===== config.mk =====
export PLATFORM = sky130hd
export DESIGN_NAME = risc_mem_bus_ctrl
export DESIGN_NICKNAME = d
export VERILOG_FILES = /design/src/rtl/risc_bus_pkg.sv /design/src/rtl/risc_region_match.sv /design/src/rtl/risc_mem_bus_ctrl.sv
export SDC_FILE = /design/constraint.sdc
export NUM_CORES = 1
export LEC_CHECK = 0
export CAP_MARGIN = 20
export CORE_ASPECT_RATIO = 1.25
export CORE_MARGIN = 3
export CORE_UTILIZATION = 35
export CTS_CLUSTER_SIZE = 24
export DETAILED_ROUTE_END_ITERATION = 8
export GPL_ROUTABILITY_DRIVEN = 0
export PLACE_DENSITY = 0.74
export SLEW_MARGIN = 0
export SYNTH_ARGS = -nofsm -noshare
export SYNTH_HDL_FRONTEND = slang
export SYNTH_SLANG_ARGS = --single-unit
export TNS_END_PERCENT = 20

===== constraint.sdc =====
create_clock -name clk_i -period 1.6 [get_ports clk_i]
set_clock_uncertainty 0.2 [all_clocks]
set_input_delay 0.24 -clock clk_i [delete_from_list [all_inputs] [get_ports clk_i]]
set_output_delay 0.24 -clock clk_i [all_outputs]
set_load 0.03 [all_outputs]

===== src/rtl/risc_bus_pkg.sv =====
// Shared types and parameter helpers for the RISC memory-bus controller.
package risc_bus_pkg;

    typedef enum logic [1:0] {
        IDLE   = 2'd0,
        ACCESS = 2'd1,
        RESP   = 2'd2,
        ERR    = 2'd3
    } bus_state_e;

    // Width of one per-region wait-state field.
    localparam int WAIT_W = 4;

    // Largest region count the wait table helper can index.
    localparam int MAX_NREG = 16;

    // Width of a region index, never narrower than one bit.
    function automatic int idxWidth(input int n);
        return (n > 1) ? $clog2(n) : 1;
    endfunction

    // Pull the wait-state field for region r out of a packed wait table.
    function automatic logic [WAIT_W-1:0] regWait(input logic [MAX_NREG*WAIT_W-1:0] waits,
                                                  input int r);
        return waits[r*WAIT_W +: WAIT_W];
    endfunction

endpackage


===== src/rtl/risc_region_match.sv =====
// Combinational address decoder: finds the lowest-index region whose
// base/mask pair matches the incoming core address.
module risc_region_match
    import risc_bus_pkg::*;
#(
    parameter int AW   = 13,
    parameter int NREG = 2,
    parameter int IW   = 1,
    parameter logic [NREG*AW-1:0] REG_BASE = '0,
    parameter logic [NREG*AW-1:0] REG_MASK = '0
) (
    input  logic [AW-1:0] addr_i,
    output logic          hit_o,
    output logic [IW-1:0] idx_o
);

    // Scan from the highest region down so the lowest matching index is the one left standing.
    always_comb begin
        hit_o = 1'b0;
        idx_o = '0;
        for (int r = NREG - 1; r >= 0; r--) begin
            if ((addr_i & REG_MASK[r*AW +: AW]) == REG_BASE[r*AW +: AW]) begin
                hit_o = 1'b1;
                idx_o = IW'(r);
            end
        end
    end

endmodule


===== src/rtl/risc_mem_bus_ctrl.sv =====
// Memory-bus controller between the RISC core and its ROM/RAM/peripheral
// slaves: decodes the address into a region, holds the slave strobes for the
// region's wait states and returns a one-cycle ready/error pulse to the core.
module risc_mem_bus_ctrl
    import risc_bus_pkg::*;
#(
    parameter int AW   = 13,
    parameter int DW   = 8,
    parameter int NREG = 2,
    parameter logic [NREG*AW-1:0]     REG_BASE = {13'h0000, 13'h1800},
    parameter logic [NREG*AW-1:0]     REG_MASK = {13'h0000, 13'h1800},
    parameter logic [NREG*WAIT_W-1:0] REG_WAIT = {4'd1, 4'd0}
) (
    input  logic               clk_i,
    input  logic               rst_i,
    input  logic               cpu_rd_i,
    input  logic               cpu_wr_i,
    input  logic [AW-1:0]      cpu_addr_i,
    input  logic [DW-1:0]      cpu_wdata_i,
    output logic [DW-1:0]      cpu_rdata_o,
    output logic               cpu_ready_o,
    output logic               cpu_err_o,
    output logic               busy_o,
    output logic [NREG-1:0]    slv_sel_o,
    output logic               slv_rd_o,
    output logic               slv_wr_o,
    output logic [AW-1:0]      slv_addr_o,
    output logic [DW-1:0]      slv_wdata_o,
    input  logic [NREG*DW-1:0] slv_rdata_i
);

    localparam int IW   = idxWidth(NREG);
    localparam int TABW = MAX_NREG * WAIT_W;
    localparam logic [TABW-1:0] WAIT_TAB = TABW'(REG_WAIT);

    bus_state_e          state_q, state_d;
    logic [AW-1:0]       slvAddr_q;
    logic [DW-1:0]       wdata_q;
    logic [DW-1:0]       rdata_q;
    logic [IW-1:0]       regIdx_q;
    logic [WAIT_W-1:0]   waitCnt_q;
    logic                isWrite_q;

    logic                matchHit;
    logic [IW-1:0]       matchIdx;
    logic                reqValid;
    logic                reqBad;

    risc_region_match #(
        .AW       (AW),
        .NREG     (NREG),
        .IW       (IW),
        .REG_BASE (REG_BASE),
        .REG_MASK (REG_MASK)
    ) u_match (
        .addr_i (cpu_addr_i),
        .hit_o  (matchHit),
        .idx_o  (matchIdx)
    );

    assign reqValid = cpu_rd_i | cpu_wr_i;
    assign reqBad   = (cpu_rd_i & cpu_wr_i) | ~matchHit;

    // State register; reset drops any access in flight back to IDLE.
    always_ff @(posedge clk_i) begin
        if (rst_i) begin
            state_q <= IDLE;
        end else begin
            state_q <= state_d;
        end
    end

    // Next-state logic: requests are only looked at in IDLE, so mid-access changes are ignored.
    always_comb begin
        state_d = state_q;
        case (state_q)
            IDLE: begin
                if (reqValid) begin
                    state_d = reqBad ? ERR : ACCESS;
                end
            end
            ACCESS: begin
                if (waitCnt_q == '0) begin
                    state_d = RESP;
                end
            end
            RESP:    state_d = IDLE;
            ERR:     state_d = IDLE;
            default: state_d = IDLE;
        endcase
    end

    // Access context: latched when a good request is accepted, then the wait counter runs down
    // and read data is captured from the selected slave on the last strobe cycle.
    always_ff @(posedge clk_i) begin
        if (rst_i) begin
            slvAddr_q <= '0;
            wdata_q   <= '0;
            rdata_q   <= '0;
            regIdx_q  <= '0;
            waitCnt_q <= '0;
            isWrite_q <= 1'b0;
        end else begin
            if (state_q == IDLE && reqValid && !reqBad) begin
                slvAddr_q <= cpu_addr_i & ~REG_MASK[int'(matchIdx)*AW +: AW];
                wdata_q   <= cpu_wdata_i;
                regIdx_q  <= matchIdx;
                waitCnt_q <= regWait(WAIT_TAB, int'(matchIdx));
                isWrite_q <= cpu_wr_i;
            end else if (state_q == ACCESS) begin
                if (waitCnt_q != '0) begin
                    waitCnt_q <= waitCnt_q - WAIT_W'(1);
                end else if (!isWrite_q) begin
                    rdata_q <= slv_rdata_i[int'(regIdx_q)*DW +: DW];
                end
            end
        end
    end

    // Output decode: strobes only in ACCESS, ready/err pulses come straight from RESP/ERR.
    always_comb begin
        slv_sel_o   = '0;
        slv_rd_o    = 1'b0;
        slv_wr_o    = 1'b0;
        cpu_ready_o = 1'b0;
        cpu_err_o   = 1'b0;
        busy_o      = (state_q != IDLE);
        case (state_q)
            ACCESS: begin
                slv_sel_o[regIdx_q] = 1'b1;
                slv_rd_o            = ~isWrite_q;
                slv_wr_o            = isWrite_q;
            end
            RESP: begin
                cpu_ready_o = 1'b1;
            end
            ERR: begin
                cpu_ready_o = 1'b1;
                cpu_err_o   = 1'b1;
            end
            default: ;
        endcase
    end

    assign slv_addr_o  = slvAddr_q;
    assign slv_wdata_o = wdata_q;
    assign cpu_rdata_o = rdata_q;

    // Bus protocol invariants: at most one slave selected, never read and write together,
    // and ready is always a single-cycle pulse.
    a_selOneHot: assert property (@(posedge clk_i) disable iff (rst_i) $onehot0(slv_sel_o));
    a_rdWrExcl:  assert property (@(posedge clk_i) disable iff (rst_i) !(slv_rd_o && slv_wr_o));
    a_readyPulse: assert property (@(posedge clk_i) disable iff (rst_i)
                                   cpu_ready_o |=> !cpu_ready_o);

endmodule


Yosys cells after proc, flatten, opt, wreduce, memory -nomap -nowiden
Cells that the tools add are included.
{"block": "classes", "n_div": 0, "n_mux": 15, "reduce_logical": 14, "n_lt_le_gt_ge": 2, "n_mul": 1, "shifts": 3, "n_eq_ne": 6, "n_bitwise": 7, "n_addsub": 1}
{"op": "variable part select 64 x 4 -> 4 bit (first input constant)", "n": 1}
{"op": "variable part select 26 x 6 -> 13 bit (first input constant)", "n": 1}
{"op": "variable part select 16 x 5 -> 8 bit", "n": 1}
{"op": "bitwise AND 13 bit", "n": 1}
{"op": "NOT 13 bit", "n": 1}
{"op": "2-to-1 mux 4 bit", "n": 3}
{"op": "2-to-1 mux 2 bit", "n": 4}
{"op": "== test 2 bit (second input constant)", "n": 3}
{"op": "2-to-1 mux 1 bit", "n": 6}
{"op": "case mux 2 bit (3 select lines)", "n": 1}
{"op": "nonzero test 2 bit", "n": 3}
{"op": "multiplier 1 x 4 -> 5 bit (second input constant)", "n": 1}
{"op": "zero test 4 bit", "n": 1}
{"op": "!= test 2 bit (second input constant)", "n": 2}
{"op": "AND reduction 2 bit", "n": 2}
{"op": "AND reduction 4 bit", "n": 1}
{"op": "nonzero test 4 bit", "n": 1}
{"op": "subtractor 4 x 1 -> 4 bit (second input constant)", "n": 1}
{"op": "logical AND 1 bit", "n": 3}
{"op": "NOT 1 bit", "n": 3}
{"op": "== test 2 x 1 -> 1 bit (second input constant)", "n": 1}
{"op": "zero test 2 bit", "n": 1}
{"op": "< comparator 1 x 2 -> 1 bit (second input constant)", "n": 1}
{"op": "OR reduction 2 bit", "n": 1}
{"op": "other kinds (5)", "n": 5}
{"block": "word_totals", "out_inout_bits": 36, "elab_cells": 56, "ff_bits": 37, "mem_count": 0, "mem_bits_rw": 0, "rom_bits": 0, "latch_bits": 0}

Depth between registers and ports, before layout
{"block": "logic_depth", "depth_word": 6, "ltp_mapped": 6, "depth_no_buf": 5}

Modules after synthesis
A second synthesis with hierarchy kept.
{"block": "hier_totals", "cells_unflattened": 195, "area_unflattened_um2": 1682.9}
{"mod": "risc_mem_bus_ctrl", "cells_per_inst": 192, "seq_area_each_um2": 740.7, "area_per_inst_um2": 1667.8, "n_inst": 1}
{"mod": "risc_region_match", "cells_per_inst": 3, "seq_area_each_um2": 0.0, "area_per_inst_um2": 15.0, "n_inst": 1}

Least setup slack after synthesis
Ideal clock, no wire load.
{"block": "synth_timing", "kind": "flip-flop to flip-flop", "startpoint": "register waitCnt_q[0]", "endpoint": "register rdata_q[0] (netlist: cpu_rdata_o[0])", "required_ns": 1.258, "path_stages_with_launch": 6, "arrival_ns": 1.361, "slack_ns": -0.102, "setup_time_ns": 0.142, "path_buffers": 0, "period_less_slack_ns": 1.702, "cell_sequence": "dfxtp_1 > inv_1 > ha_1 > or3b_1 > nor3_2 > a211oi_1"}
{"block": "synth_via", "elab_chain_cells": 3}
{"element": "from (decl)", "line": "risc_mem_bus_ctrl.sv:41", "rtl": "logic [WAIT_W-1:0] waitCnt_q;"}
{"element": "from (signal assigned)", "line": "risc_mem_bus_ctrl.sv:108", "rtl": "waitCnt_q <= regWait(WAIT_TAB, int'(matchIdx));"}
{"element": "from (signal assigned)", "line": "risc_mem_bus_ctrl.sv:112", "rtl": "waitCnt_q <= waitCnt_q - WAIT_W'(1);"}
{"element": "nonzero test 4 bit", "line": "risc_mem_bus_ctrl.sv:111", "rtl": "if (waitCnt_q != '0) begin"}
{"element": "NOT 1 bit (no source line)"}
{"element": "AND reduction 4 bit (no source line)"}
{"element": "to (signal assigned)", "line": "risc_mem_bus_ctrl.sv:114", "rtl": "rdata_q <= slv_rdata_i[int'(regIdx_q)*DW +: DW];"}
{"element": "to (decl)", "line": "risc_mem_bus_ctrl.sv:39", "rtl": "logic [DW-1:0] rdata_q;"}
No other way between the ends.
A chain may end at the register's enable or synchronous reset.

Worst setup path after layout
{"block": "layout_timing", "startpoint": "register waitCnt_q[1]", "endpoint": "register rdata_q[0] (netlist: cpu_rdata_o[0])"}
The elaborated chain is that of the path after synthesis.

==> results by group <==
STA
  – Worst Tran Pin Value: 0.338 ns
  – # setup viols final: 11
  – Clock period minus worst slack: 1.65 ns
  – RSZ-0062 raised after global routing: true
  – Max Clock Freq: 607 MHz
  – Final hold vios: 0
  – Slew Viols, Final: 0
  – Max_slew headroom: 77.5%
  – Worst Setup Slack, final: -0.0476 ns
  – Ratio of final minimum period to clock period: 103%

Clock tree
  – H-tree depth: 2
  – Clk buf depth: 2
  – CTS buffer count: 5
  – Clock transition at path regs: 0.07 ns
  – CTS tree: done
  – Clk sinks: 37
  – Clk_lat worst skew: 0.28 ns
  – CTS root buf: clkbuf_8

Routing
  – DRC errors left: 0
  – Pre-Repair DR Iteration Count: 4
  – Vias/cell: 4.80
  – Detailed Route WL: 4.24 mm
  – Total number of vias: 1444
  – DRT iter0 DRCs: 37
  – WL per Instance: 14.1 um
  – Remaining antenna violation count: 0

Floorplanning
  – Die Area: 5180 um2
  – Die X: 65.0 um
  – IO Count: 77
  – # rows: 26
  – Initial Utilization: 36.9%
  – Placeable Area: 4130 um2
  – Die Height: 79.7 um

Global route
  – Wire length of the first global-routing pass: 6.34 mm
  – Global-route usage over all layers: 15.9%
  – Vias in the first global route: 1313
  – Initial antenna violation count: 0
  – Grt ovf: 0
  – Largest net degree at the start of global routing: 23

Synthesis
  – YS warnings: 0
  – Seq/Total Area, Yosys: 48.6%
  – Syn Area/Cell: 10.6 um2
  – Syn_nets: 186
  – Distinct cells, synth: 40
  – Synthesized flop and latch total: 37
  – Mapped cell area: 1520 um2
  – Post-Synthesis Cells: 143

Placement
  – Hpwl dp: 3.05 mm
  – Placed insts: 287
  – I/O Buffers: 76
  – Post-Place Worst Slack: -0.487 ns
  – DP Area: 2480 um2

Worst setup path
  – Worst Setup End Kind: register
  – R2r setup slk: -0.05 ns
  – Worst r2r path cells: 6
  – Worst Path Max Fanout: 8
  – Critical path arrival: 1.61 ns
  – Critical Path RT: 1.56 ns
  – Crit start category: register
  – CP Class: reg2reg
  – R2r endpoint: cpu_rdata_o[0]$_SDFFE_PP0P_
  – Slowest stage delay, CP: 0.40 ns
  – Crit path max-delay family: simple AND/OR/NAND/NOR gates
  – RR Startpoint: waitCnt_q[1]$_SDFFE_PP0P_
  – CP Cell Sequence: inv_2 > ha_4 > or3b_4 > nor3_4 > buf_6 > a211oi_1
  – CP bufs+invs: 2
  – CP max stage cell: or3b_4

Hold path
  – Worst hold stages: 3
  – WHS Endpoint: isWrite_q$_SDFFE_PP0P_
  – HP Class: in2reg
  – HP Start: cpu_wr_i

Layout
  – NumNets Final: 287
  – Most frequent cells in the layout: clkdlybuf4s50_1, dfxtp_1, dlygate4sd2_1, buf_4, a22o_1
  – Layout cell share with drive strength beyond 1: 26.1%
  – Layout area overhead: 76.7%
  – Finished Cell Area: 2690 um2
  – Commonest non-fill, non-tap cell in the layout: clkdlybuf4s50_1
  – Fin cells: 301
  – Diodes inserted: 0
  – Fill cells: 364

Outcome
  – Failing checks: setup timing
  – Status: finished, violations left

Power and ir drop
  – Power Density: 1110 nW/um2
  – Max IR drop VDD: 0.000709 V
  – Leakage: 1.20 nW
  – Power Total: 3.00 mW

Flow run
  – Max Cap Viol: 0
## area by class of cell
type                    count  area (um2)  share of cell area (%)
inverters                   4        17.5                   0.651
clock inverters             1        30.0                    1.12
repair buffers            103         957                    35.6
clock buffers               7        86.3                    3.21
well taps                  56        70.1                    2.60
flip-flops and latches     37         751                    27.9
multi-input cells          93         779                    29.0
## power breakdown
part | switching (mW) | total, mW | internal (mW)
combinational | 0.557 | 1.07 | 0.517
sequential | 0.0736 | 1.10 | 1.03
clock | 0.312 | 0.819 | 0.508
total | 0.943 | 3.00 | 2.05
## layer usage
metal  vias up  part of all wire [%]  GRT usage [%]
met5         -                     0              0
met4         0                  0.94           5.07
li1        738                     -              -
met2        30                    52           26.1
met3         4                   3.0           3.94
met1       672                    44           20.2
## per-stage QoR
stage	util (%)	hold slack (ns)	setup TNS [ns]
3_3_place_gp	60.1	0.261	-9.88
3_5_place_dp	60.1	0.265	-10.62
5_1_grt	65.1	0.201	-0.917
6_report	65.1	0.195	-0.358
2_1_floorplan	-	0.165	-0.0331
4_1_cts	63.4	0.280	-0.296
## worst reg2reg max path, cell delays in order, from the launching register on
cell	delay (ns)
dfxtp_2	0.32
inv_2	0.07
ha_4	0.13
or3b_4	0.40
nor3_4	0.18
buf_6	0.15
a211oi_1	0.07
## state kept, by name, summed over array words and instances (netlist names)
signal	cells
cpu_rdata_o	8
state_q	2
slv_addr_o	13
slv_wdata_o	8
regIdx_q	1
waitCnt_q	4
isWrite_q	1
## how the worst max path moves through the flow
stage / cells after the start / to / start
floorplan: 5 / cpu_rdata_o[0]$_SDFFE_PP0P_ / waitCnt_q[0]$_SDFFE_PP0P_
global placement: 4 / slv_addr_o[10]$_SDFFE_PP0P_ / cpu_rd_i
detailed placement: 4 / slv_addr_o[5]$_SDFFE_PP0P_ / cpu_rd_i
CTS: 6 / waitCnt_q[0]$_SDFFE_PP0P_ / waitCnt_q[0]$_SDFFE_PP0P_
global route: 6 / cpu_rdata_o[0]$_SDFFE_PP0P_ / waitCnt_q[0]$_SDFFE_PP0P_
finish: 6 / cpu_rdata_o[0]$_SDFFE_PP0P_ / waitCnt_q[1]$_SDFFE_PP0P_
## cells in the mapped netlist
library cell	count	share of area, %
nand2_1	1	0.25
buf_2	2	0.66
buf_6	1	0.74
nand4b_1	2	1.2
ha_1	2	1.6
clkbuf_1	5	1.2
a22o_1	19	11
a211oi_1	8	3.9
or3b_1	1	0.58
or4_1	1	0.49
nor3b_1	1	0.49
and3b_2	1	0.66
inv_1	3	0.74
nand3_1	1	0.33
o21a_1	1	0.49
and2_1	3	1.2
and3_1	1	0.41
nor3_2	1	0.66
xor2_2	1	1.1
xnor2_1	1	0.58
buf_4	1	0.49
nor4b_1	1	0.58
a32oi_1	1	0.58
o21ai_0	8	2.6
nor2_4	1	0.74
or3_1	1	0.41
nor2_1	2	0.49
nor3b_4	1	1.2
nor3_4	1	1.1
a21oi_1	15	4.9
a41o_1	1	0.66
dfxtp_1	37	49
nor3_1	2	0.66
a21oi_2	1	0.58
a21boi_0	1	0.49
inv_4	1	0.41
nor2b_1	2	0.82
mux2i_1	8	5.3
a21boi_1	1	0.49
nand2b_2	1	0.58
## cells by family (layout without fill, tap and decap cells)
| group | after synthesis | after routing | share of synthesized area [%] |
|---|---|---|---|
| compound gates | 56 | 56 | 25.7 |
| flops | 37 | 37 | 48.6 |
| simple gates | 25 | 25 | 12.8 |
| buf+inv | 13 | 115 | 4.27 |
| mux | 8 | 8 | 5.26 |
| fa+ha+maj | 2 | 2 | 1.64 |
| xor+xnor | 2 | 2 | 1.64 |
## what timing repair did
| item | in CTS | in global routing |
|---|---|---|
| pin swaps | 4 | 5 |
| hold buffers | 0 | 0 |
| buffers inserted | 3 | 2 |
| cloned | 0 | 1 |
| endpoints found under the setup margin | 64 | 38 |
| gates resized for setup | 42 | 13 |
Note: power is estimated with default switching activity, not from simulation.
